`config.mk`:
```
export PLATFORM = sky130hd
export DESIGN_NAME = mem_access_unit
export DESIGN_NICKNAME = d
export VERILOG_FILES = /design/src/rtl/mem_access_unit.sv
export SDC_FILE = /design/constraint.sdc
export NUM_CORES = 1
export LEC_CHECK = 0
export CORE_MARGIN = 5
export CORE_UTILIZATION = 30
export CTS_CLUSTER_DIAMETER = 80
export CTS_CLUSTER_SIZE = 25
export DETAILED_ROUTE_END_ITERATION = 6
export PLACE_DENSITY = 0.55
export SLEW_MARGIN = 20
export SYNTH_ARGS = -nofsm -noshare
export SYNTH_HDL_FRONTEND = slang
export SYNTH_SLANG_ARGS = --single-unit
```
`constraint.sdc`:
```
create_clock -name clock -period 4.1 [get_ports clock]
set_input_delay 0.41 -clock clock [delete_from_list [all_inputs] [get_ports clock]]
set_output_delay 0.41 -clock clock [all_outputs]
set_load 0.1 [all_outputs]
```
`src/rtl/mem_access_unit.sv`:
```
// Load/store unit between a processor and a word-wide data memory: checks alignment,
// extracts and extends load lanes, and merges sub-word stores by read-modify-write.
module mem_access_unit #(
    parameter bit BIG_ENDIAN = 1'b1
) (
    input  logic        clock,
    input  logic        reset,
    input  logic        req_valid_in,
    output logic        req_ready_out,
    input  logic        req_we_in,
    input  logic [1:0]  req_size_in,
    input  logic        req_signed_in,
    input  logic [31:0] req_addr_in,
    input  logic [31:0] req_wdata_in,
    output logic        resp_valid_out,
    output logic [31:0] resp_rdata_out,
    output logic        resp_misaligned_out,
    output logic [31:0] mem_addr_out,
    output logic [31:0] mem_writedata_out,
    output logic        mem_re_out,
    output logic        mem_we_out,
    output logic [1:0]  mem_size_out,
    input  logic [31:0] mem_readdata_in
);

    // Request handshake: a request is taken on a rising edge where
    // req_valid_in && req_ready_out; req_ready_out is high only in IDLE.
    typedef enum logic [1:0] {IDLE, READ, WRITE, RESP} state_t;

    state_t      state;
    logic        we_q;
    logic        signed_q;
    logic        mis_q;
    logic [1:0]  size_q;
    logic [31:0] addr_q;
    logic [31:0] wdata_q;
    logic [31:0] wr_data_q;

    logic        req_mis;
    logic [4:0]  lane_shift;
    logic [31:0] lane_mask;
    logic [31:0] shifted;
    logic [31:0] load_ext;
    logic [31:0] merged;

    always_comb begin
        req_mis = 1'b0;
        case (req_size_in)
            2'b10:   req_mis = 1'b1;
            2'b01:   req_mis = req_addr_in[0];
            2'b11:   req_mis = |req_addr_in[1:0];
            default: req_mis = 1'b0;
        endcase
    end

    // Bit position of the addressed lane inside the memory word.
    always_comb begin
        lane_shift = 5'd0;
        lane_mask  = 32'hFFFF_FFFF;
        case (size_q)
            2'b00: begin
                lane_mask  = 32'h0000_00FF;
                lane_shift = BIG_ENDIAN ? {~addr_q[1:0], 3'b000} : {addr_q[1:0], 3'b000};
            end
            2'b01: begin
                lane_mask  = 32'h0000_FFFF;
                lane_shift = BIG_ENDIAN ? {~addr_q[1], 4'b0000} : {addr_q[1], 4'b0000};
            end
            default: begin
                lane_mask  = 32'hFFFF_FFFF;
                lane_shift = 5'd0;
            end
        endcase
    end

    always_comb begin
        shifted = mem_readdata_in >> lane_shift;
        case (size_q)
            2'b00:   load_ext = {{24{signed_q & shifted[7]}}, shifted[7:0]};
            2'b01:   load_ext = {{16{signed_q & shifted[15]}}, shifted[15:0]};
            default: load_ext = shifted;
        endcase
        merged = (mem_readdata_in & ~(lane_mask << lane_shift))
               | ((wdata_q & lane_mask) << lane_shift);
    end

    always_ff @(posedge clock or posedge reset) begin
        if (reset) begin
            state          <= IDLE;
            we_q           <= 1'b0;
            signed_q       <= 1'b0;
            mis_q          <= 1'b0;
            size_q         <= 2'b00;
            addr_q         <= 32'h0;
            wdata_q        <= 32'h0;
            wr_data_q      <= 32'h0;
            resp_rdata_out <= 32'h0;
        end else begin
            case (state)
                IDLE: begin
                    if (req_valid_in) begin
                        we_q     <= req_we_in;
                        size_q   <= req_size_in;
                        signed_q <= req_signed_in;
                        addr_q   <= req_addr_in;
                        wdata_q  <= req_wdata_in;
                        mis_q    <= req_mis;
                        if (req_mis) begin
                            resp_rdata_out <= 32'h0;
                            state          <= RESP;
                        end else if (req_we_in && req_size_in == 2'b11) begin
                            wr_data_q <= req_wdata_in;
                            state     <= WRITE;
                        end else begin
                            state <= READ;
                        end
                    end
                end
                READ: begin
                    if (we_q) begin
                        wr_data_q <= merged;
                        state     <= WRITE;
                    end else begin
                        resp_rdata_out <= load_ext;
                        state          <= RESP;
                    end
                end
                WRITE:   state <= RESP;
                RESP:    state <= IDLE;
                default: state <= IDLE;
            endcase
        end
    end

    // Memory-side and response outputs are pure decodes of the registered state.
    assign req_ready_out       = (state == IDLE);
    assign mem_re_out          = (state == READ);
    assign mem_we_out          = (state == WRITE);
    assign mem_addr_out        = (state == READ || state == WRITE) ? {addr_q[31:2], 2'b00} : 32'h0;
    assign mem_writedata_out   = (state == WRITE) ? wr_data_q : 32'h0;
    assign mem_size_out        = 2'b11;
    assign resp_valid_out      = (state == RESP);
    assign resp_misaligned_out = (state == RESP) && mis_q;

endmodule

```
== Word-level counts from Yosys, hierarchy flattened ==
Cells that the tools add are included.

* Multiplexer cells: 20
* $mul: 0
* Add/sub/neg operators: 0
* Shift operators: 3
* Order comparisons: 0
* Divide/modulo/power cells: 0
* Bitwise logic cells: 8
* Equality and inequality tests: 13
* Reductions and logical operators: 10

{| class="wikitable"
|+ Operators by type and width
! cell !! number
|-
| 32-bit 2-to-1 mux || 9
|-
| 32-bit case mux with 2 select lines || 4
|-
| 32-bit bitwise AND || 2
|-
| 32-bit by 5-bit left shift with 32-bit output || 2
|-
| 32-bit NOT || 1
|-
| 32-bit OR || 1
|-
| 32-bit by 5-bit >> shifter with 32-bit output || 1
|-
| 5-bit case mux with 2 select lines || 1
|-
| 2-bit equality test (second input constant) || 4
|-
| 2-bit case mux with 4 select lines || 1
|-
| 2-bit by 1-bit equality test with 1-bit output (second input constant) || 3
|-
| 2-bit 2-to-1 mux || 3
|-
| 2-bit by 1-bit inequality test with 1-bit output (second input constant) || 3
|-
| 2-bit inequality test (second input constant) || 3
|-
| 5-bit AND reduction || 1
|-
| 2-bit logical NOT || 2
|-
| 4-bit AND reduction || 1
|-
| 1-bit case mux with 3 select lines || 1
|-
| 1-bit bitwise AND || 2
|-
| 1-bit logical AND || 2
|-
| 2-bit NOT || 1
|-
| 2-bit AND reduction || 1
|-
| 2-bit nonzero test || 1
|-
| 2-bit OR reduction || 1
|-
| 3 further kinds || 3
|}

* Memories: 0
* Register bits: 135
* Output and inout bits: 103
* Logic and storage cells: 63
* Latch bits: 0
* Input port bits: 103
* Memory bits (writable): 0
* Bits in read-only memories: 0

== Depth between registers and ports, before layout ==
Gate-level depths: netlist of the first run.

* Word-level depth: 8
* Gate-level depth with buffers: 8
* Mapped depth without buffers: 6

== Worst setup path before layout of the first run ==
OpenSTA, ideal clock, no wires.

* Path kind: register to output
* From: register state[0]
* To: output mem_writedata_out[31]
* Arrival time: 2.386 ns
* Slack: 1.304 ns
* Required time: 3.690 ns
* Buffers on the path: 1
* Stages on the path, launching flop included: 5
* Cell sequence: dfrtp_1 inv_1 ha_1 clkbuf_1 and2_1

* Longest elaborated chain between the ends: 2

{| class="wikitable"
|+ Ends and longest elaborated chain
! item !! line !! source
|-
| start, declared || 30 || <nowiki>state_t state;</nowiki>
|-
| start signal, assigned || 89 || <nowiki>state <= IDLE;</nowiki>
|-
| start signal, assigned || 110 || <nowiki>state <= RESP;</nowiki>
|-
| start signal, assigned || 113 || <nowiki>state <= WRITE;</nowiki>
|-
| 2-bit equality test || n/a ||
|-
| net mem_we_out || 21 || <nowiki>output logic mem_we_out,</nowiki>
|-
| 32-bit 2-to-1 mux || 140 || <nowiki>assign mem_writedata_out = (state == WRITE) ? wr_data_q : 32'h0;</nowiki>
|-
| end, declared || 19 || <nowiki>output logic [31:0] mem_writedata_out,</nowiki>
|}

The timed path passes the listed nets, and every way through them passes these cells.

== Worst setup path in the final report of the first run ==
* From: register state[0]
* To: output req_ready_out

* Longest elaborated chain between the ends: 1

{| class="wikitable"
|+ Ends and longest elaborated chain
! item !! line !! source
|-
| 2-bit logical NOT || 136 || <nowiki>assign req_ready_out = (state == IDLE);</nowiki>
|-
| end, declared || 9 || <nowiki>output logic req_ready_out,</nowiki>
|}

Every way passes these cells.

==> impl_metrics.toml, run 1 <==
[timing]
max_slew_margin_pct = 29.4
slew_viol_final = 0
setup_viol = 0
rsz0062_at_grt = "false"
tns_ns = 0
fin_crit_ns = 3.16
fin_crit_sh_pct = 77.0
skew_ns = 0.0111
max_freq_mhz = 317
worstMarginPinSlew_ns = 1.06
hold_viol = 0
hold_slack_ns = 0.430

[yosys]
yosys.cell_types.count = 52
synth-async-reset-ratio_pct = 100
synth_ff_type = "dfrtp_1"
yosys_warnings = 0
synth-edff-count = 0
synth_common_cells = "135 x dfrtp_1, 76 x mux2_2, 72 x and2_1, 42 x o211ai_1, 35 x clkbuf_1"
synth-seq-cells = 135
yosys.cell_count.top_type = "dfrtp_1"
post-synth-top-area-cell = "dfrtp_1"
synth_cells = 716
netlist_area_um2 = 7520
syn_avg_cell_area_um2 = 10.5
yosys-top-cells-area = "dfrtp_1 45%, mux2_2 11%, and2_1 6.0%"
synth_top_area_share_pct = 44.9
ys_seq_area_share_pct = 44.9

[floorplan]
ioPinCount = 206
core_area_um2 = 25000
die_x_um = 168
die-area_um2 = 28400
initial_core_util_pct = 30.1
die_y_um = 168
placement_rows = 58

[critical_path]
arrival_ns = 2.75
crit_path_max_fanout = 13
end_kind = "primary output"
critPathBufInv = 2
cp_slowest_cell = "clkdlybuf4s50_1"
criticalPathCategory = "flip-flop to primary output"
r2r_cells = 7
crit_cells = 3
max_stage_delay_ns = 1.28
critical_path_required_ns = 3.69
worstPathCellList = "inv_1, ha_1, clkdlybuf4s50_1"
startpoint_type = "flip-flop"
crit_family = "buffers and inverters"

[clock_tree]
root_buffer = "clkbuf_16"
numCtsBuffers = 17
cts_resized = 0
cts_num_sinks = 135
cts_max_level = 4
cts_tree = "built"
clkTransAtPathRegs_ns = 0.07
clk_latency_ns = 0.43
cts_buffer_depth = 2
cts_setup_buffers = 0
ctsHoldBuffers = 0

[cells_and_area]
drive_gt1_share_pct = 23.3
fin_nets = 998
fill_cells = 2477
area_growth_syn_to_layout_pct = 37.1

[hold_path]
hp-class = "primary input to asynchronous set/reset pin"

[drt]
detail-route-antenna-nets = 0
wl_met1_mm = 11.1
wl_mm = 25.2
dr.pass1.iters = 5
viasPerCell = 5.06
wl_met3_mm = 1.80
wire_per_inst_um = 20.4
vias = 6248
routed-wl-met2_mm = 11.8
routed.top_layer = "met4"
route.detailed.drc = 0
initialDrtViolationCount = 482

[place]
dpl.hpwl_mm = 18.4
port_buffers = 201
place.gp.congestion = 0.807

[global_route]
antenna_found_initial = 3
grt_pass1_vias = 6505
grt_pass1_wl_mm = 38.8
grt_usage_pct = 17.6
overflow = 0
grt_max_degree = 68

[run_status]
run_status = "finished, final reports clean"

[run]
maxCapViolations = 0
## logic make-up (layout without fill, tap and decap cells)
family	count (synthesis)	after routing	synth area share, %
compound gates	195	195	18.9
fa+ha+maj	4	4	0.665
buf+inv	91	276	5.32
flops	135	135	44.9
mux	91	91	14.8
other cells	2	5	0.0998
simple gates	198	198	15.3
## path summary, 6_finish.rpt
kind / from / endpoint / slack [ns]
min in group clock: mis_q / mis_q / 0.48
worst min-delay path: reset / addr_q[9] / 0.43
worst max-delay path: state[0] / req_ready_out / 0.94
max in group asynchronous: reset / resp_rdata_out[0] / 2.85
worst min register to register: mis_q / mis_q / 0.48
worst max register to register: state[1] / resp_rdata_out[30] / 1.42
## layer usage
layer,track usage (%),vias up
met5,0,-
met2,27.8,219
met1,23.2,3041
li1,-,2962
met4,5.05,0
met3,5.42,26
## flip-flops by register name (all words and copies together) (netlist names)
signal          flops
addr_q             32
mis_q               1
resp_rdata_out     32
signed_q            1
size_q              2
state               2
wdata_q            32
we_q                1
wr_data_q          32
## metrics by stage
step	instance area [um^2]	instances	utilization (%)	setup slack, ns
after floorplan	7530	718	-	0.0789
after global placement	9650	1202	38.6	1.28
after detailed placement	9650	1202	38.6	1.20
after CTS	10300	1233	41.3	0.942
after global routing	10300	1234	41.3	0.837
final	10300	1234	41.3	0.944
## cells in the final DEF (no fill, tap or decap), drive strengths merged, types with 6 or more instances in the layout
master	n
nand2	15
nor2	29
a221o	9
or3b	9
o21ai	32
clkdlybuf4s50	137
a31oi	19
o221ai	15
mux2i	8
clkbuf	17
dfrtp	135
a21boi	17
buf	78
mux2	76
inv	34
a21oi	20
mux4	7
nor3b	8
nand3	24
a21o	8
o211ai	45
nor3	19
a22o	23
bufinv	6
and2	72
nand2b	12
## cell type report
class / instances / area, um^2 / share of cell area [%]
inverter: 30 / 115 / 1.12
tap: 330 / 413 / 4.00
timing repair buffer: 215 / 1980 / 19.2
antenna: 1 / 2.50 / 0.0242
clock inverter: 14 / 245 / 2.38
clock buffer: 17 / 425 / 4.12
sequential: 135 / 3380 / 32.7
multi-input combinational: 492 / 3760 / 36.4
Power of run 1 is not shown: default switching activity piles up to over one toggle a cycle in this logic, so the estimate is an artifact.
==> inputs of run 2 (changes only) <==
- clock period: 4.1 -> 2.5 ns (I/O delays scaled with it)
==> impl_metrics.toml, run 2 (synthesized netlist as in run 1, its figures left out) <==
[global_route]
grt_max_degree = 69
overflow = 0
grt_usage_pct = 18.0
grt_pass1_wl_mm = 39.5
antenna_found_initial = 3
grt_pass1_vias = 6590

[clock_tree]
ctsHoldBuffers = 0
clk_latency_ns = 0.43
cts_resized = 0
root_buffer = "clkbuf_16"
cts_max_level = 4
cts_buffer_depth = 2
numCtsBuffers = 17
cts_tree = "built"
clkTransAtPathRegs_ns = 0.06
cts_setup_buffers = 0
cts_num_sinks = 135

[place]
port_buffers = 201
place.gp.congestion = 0.852
dpl.hpwl_mm = 19.0

[cells_and_area]
drive_gt1_share_pct = 28.8
final_common_cell = "dfrtp_1"
fin_nets = 1019
area_growth_syn_to_layout_pct = 48.3
fill_cells = 2367
final_cell_mix = "135 x dfrtp_1, 102 x clkdlybuf4s50_1, 76 x mux2_2"

[floorplan]
placement_rows = 58
initial_core_util_pct = 30.1
die_y_um = 168
die_x_um = 168
die-area_um2 = 28400
ioPinCount = 206
core_area_um2 = 25000

[timing]
fin_crit_sh_pct = 89.9
tns_ns = 0
slew_viol_final = 0
setup_viol = 0
skew_ns = 0.0128
hold_viol = 0
max_slew_margin_pct = 56.5
rsz0062_at_grt = "false"
worstMarginPinSlew_ns = 0.651
max_freq_mhz = 445
fin_crit_ns = 2.25

[critical_path]
reg2reg_slack_ns = 0.35
r2r_cells = 4
crit_path_max_fanout = 31
worstPathCellList = "inv_1, ha_2, and2_1, buf_12"
max_stage_delay_ns = 0.63
r2r_start = "size_q[1]"
critical_path_required_ns = 2.25
crit_family = "adder cells"
r2r_end = "resp_rdata_out[29]"
criticalPathCategory = "flip-flop to primary output"
cp_slowest_cell = "ha_2"
arrival_ns = 2.00
end_kind = "primary output"
critPathBufInv = 2
startpoint_type = "flip-flop"
crit_start = "state[1]"

[hold_path]
hp-class = "primary input to asynchronous set/reset pin"

[drt]
route.detailed.drc = 0
viasPerCell = 5.07
vias = 6371
wl_mm = 25.7
initialDrtViolationCount = 341
detail-route-antenna-nets = 0
dr.pass1.iters = 5
wire_per_inst_um = 20.5

[run]
maxCapViolations = 0

[run_status]
run_status = "finished, final reports clean"
## run 2: changes by cell type in the layout (fill, tap and decap cells not counted), sizes merged
| cell | change |
|---|---|
| buf | +56 |
| bufinv | -2 |
| clkbuf | +4 |
| clkdlybuf4s50 | -35 |
| clkinv | -1 |
| clkinvlp | +4 |
| inv | -4 |
## run 2: routing by layer
layer	wire length, um	vias to the layer above	track usage, %
met4	668	2	5.93
met1	11300	3113	23.3
met2	11700	220	28.1
met5	12	-	0
met3	2050	39	6.36
li1	-	2997	-
## run 2: worst max path at each step
stage | end | slack (ns) | cells past startpoint
floorplan | wr_data_q[0] | 0.17 | 7
global placement | resp_rdata_out[25] | 0.34 | 5
detailed placement | resp_rdata_out[26] | 0.33 | 5
CTS | mem_addr_out[23] | 0.17 | 4
global route | mem_addr_out[23] | 0.08 | 4
finish | mem_addr_out[23] | 0.25 | 4
## run 2: final cells by class
class / instances / area (um^2) / area share, %
Antenna cell: 1 / 2.50 / 0.0224
Clock buffer: 21 / 450 / 4.04
Clock inverter: 11 / 173 / 1.55
Inverter: 30 / 116 / 1.04
Multi-Input combinational cell: 492 / 3760 / 33.7
Sequential cell: 135 / 3380 / 30.3
Tap cell: 330 / 413 / 3.70
Timing Repair Buffer: 236 / 2870 / 25.7
## run 2: metrics by stage
step	utilization, %	setup WS, ns	instances	cell area, um^2	hold WS (ns)
after floorplan	-	0.166	718	7540	0.401
after global placement	42.2	0.337	1223	10500	0.479
after detailed placement	42.2	0.330	1223	10500	0.486
after CTS	44.7	0.166	1255	11200	0.309
after global routing	44.7	0.0785	1256	11200	0.320
final	44.7	0.253	1256	11200	0.284
## run 2: worst min-delay path, stage by stage
cell	delay [ns]
clkdlybuf4s50_1	0.44
clkinvlp_4	0.12
buf_12	0.30
Power of run 2 is left out for the same reason.
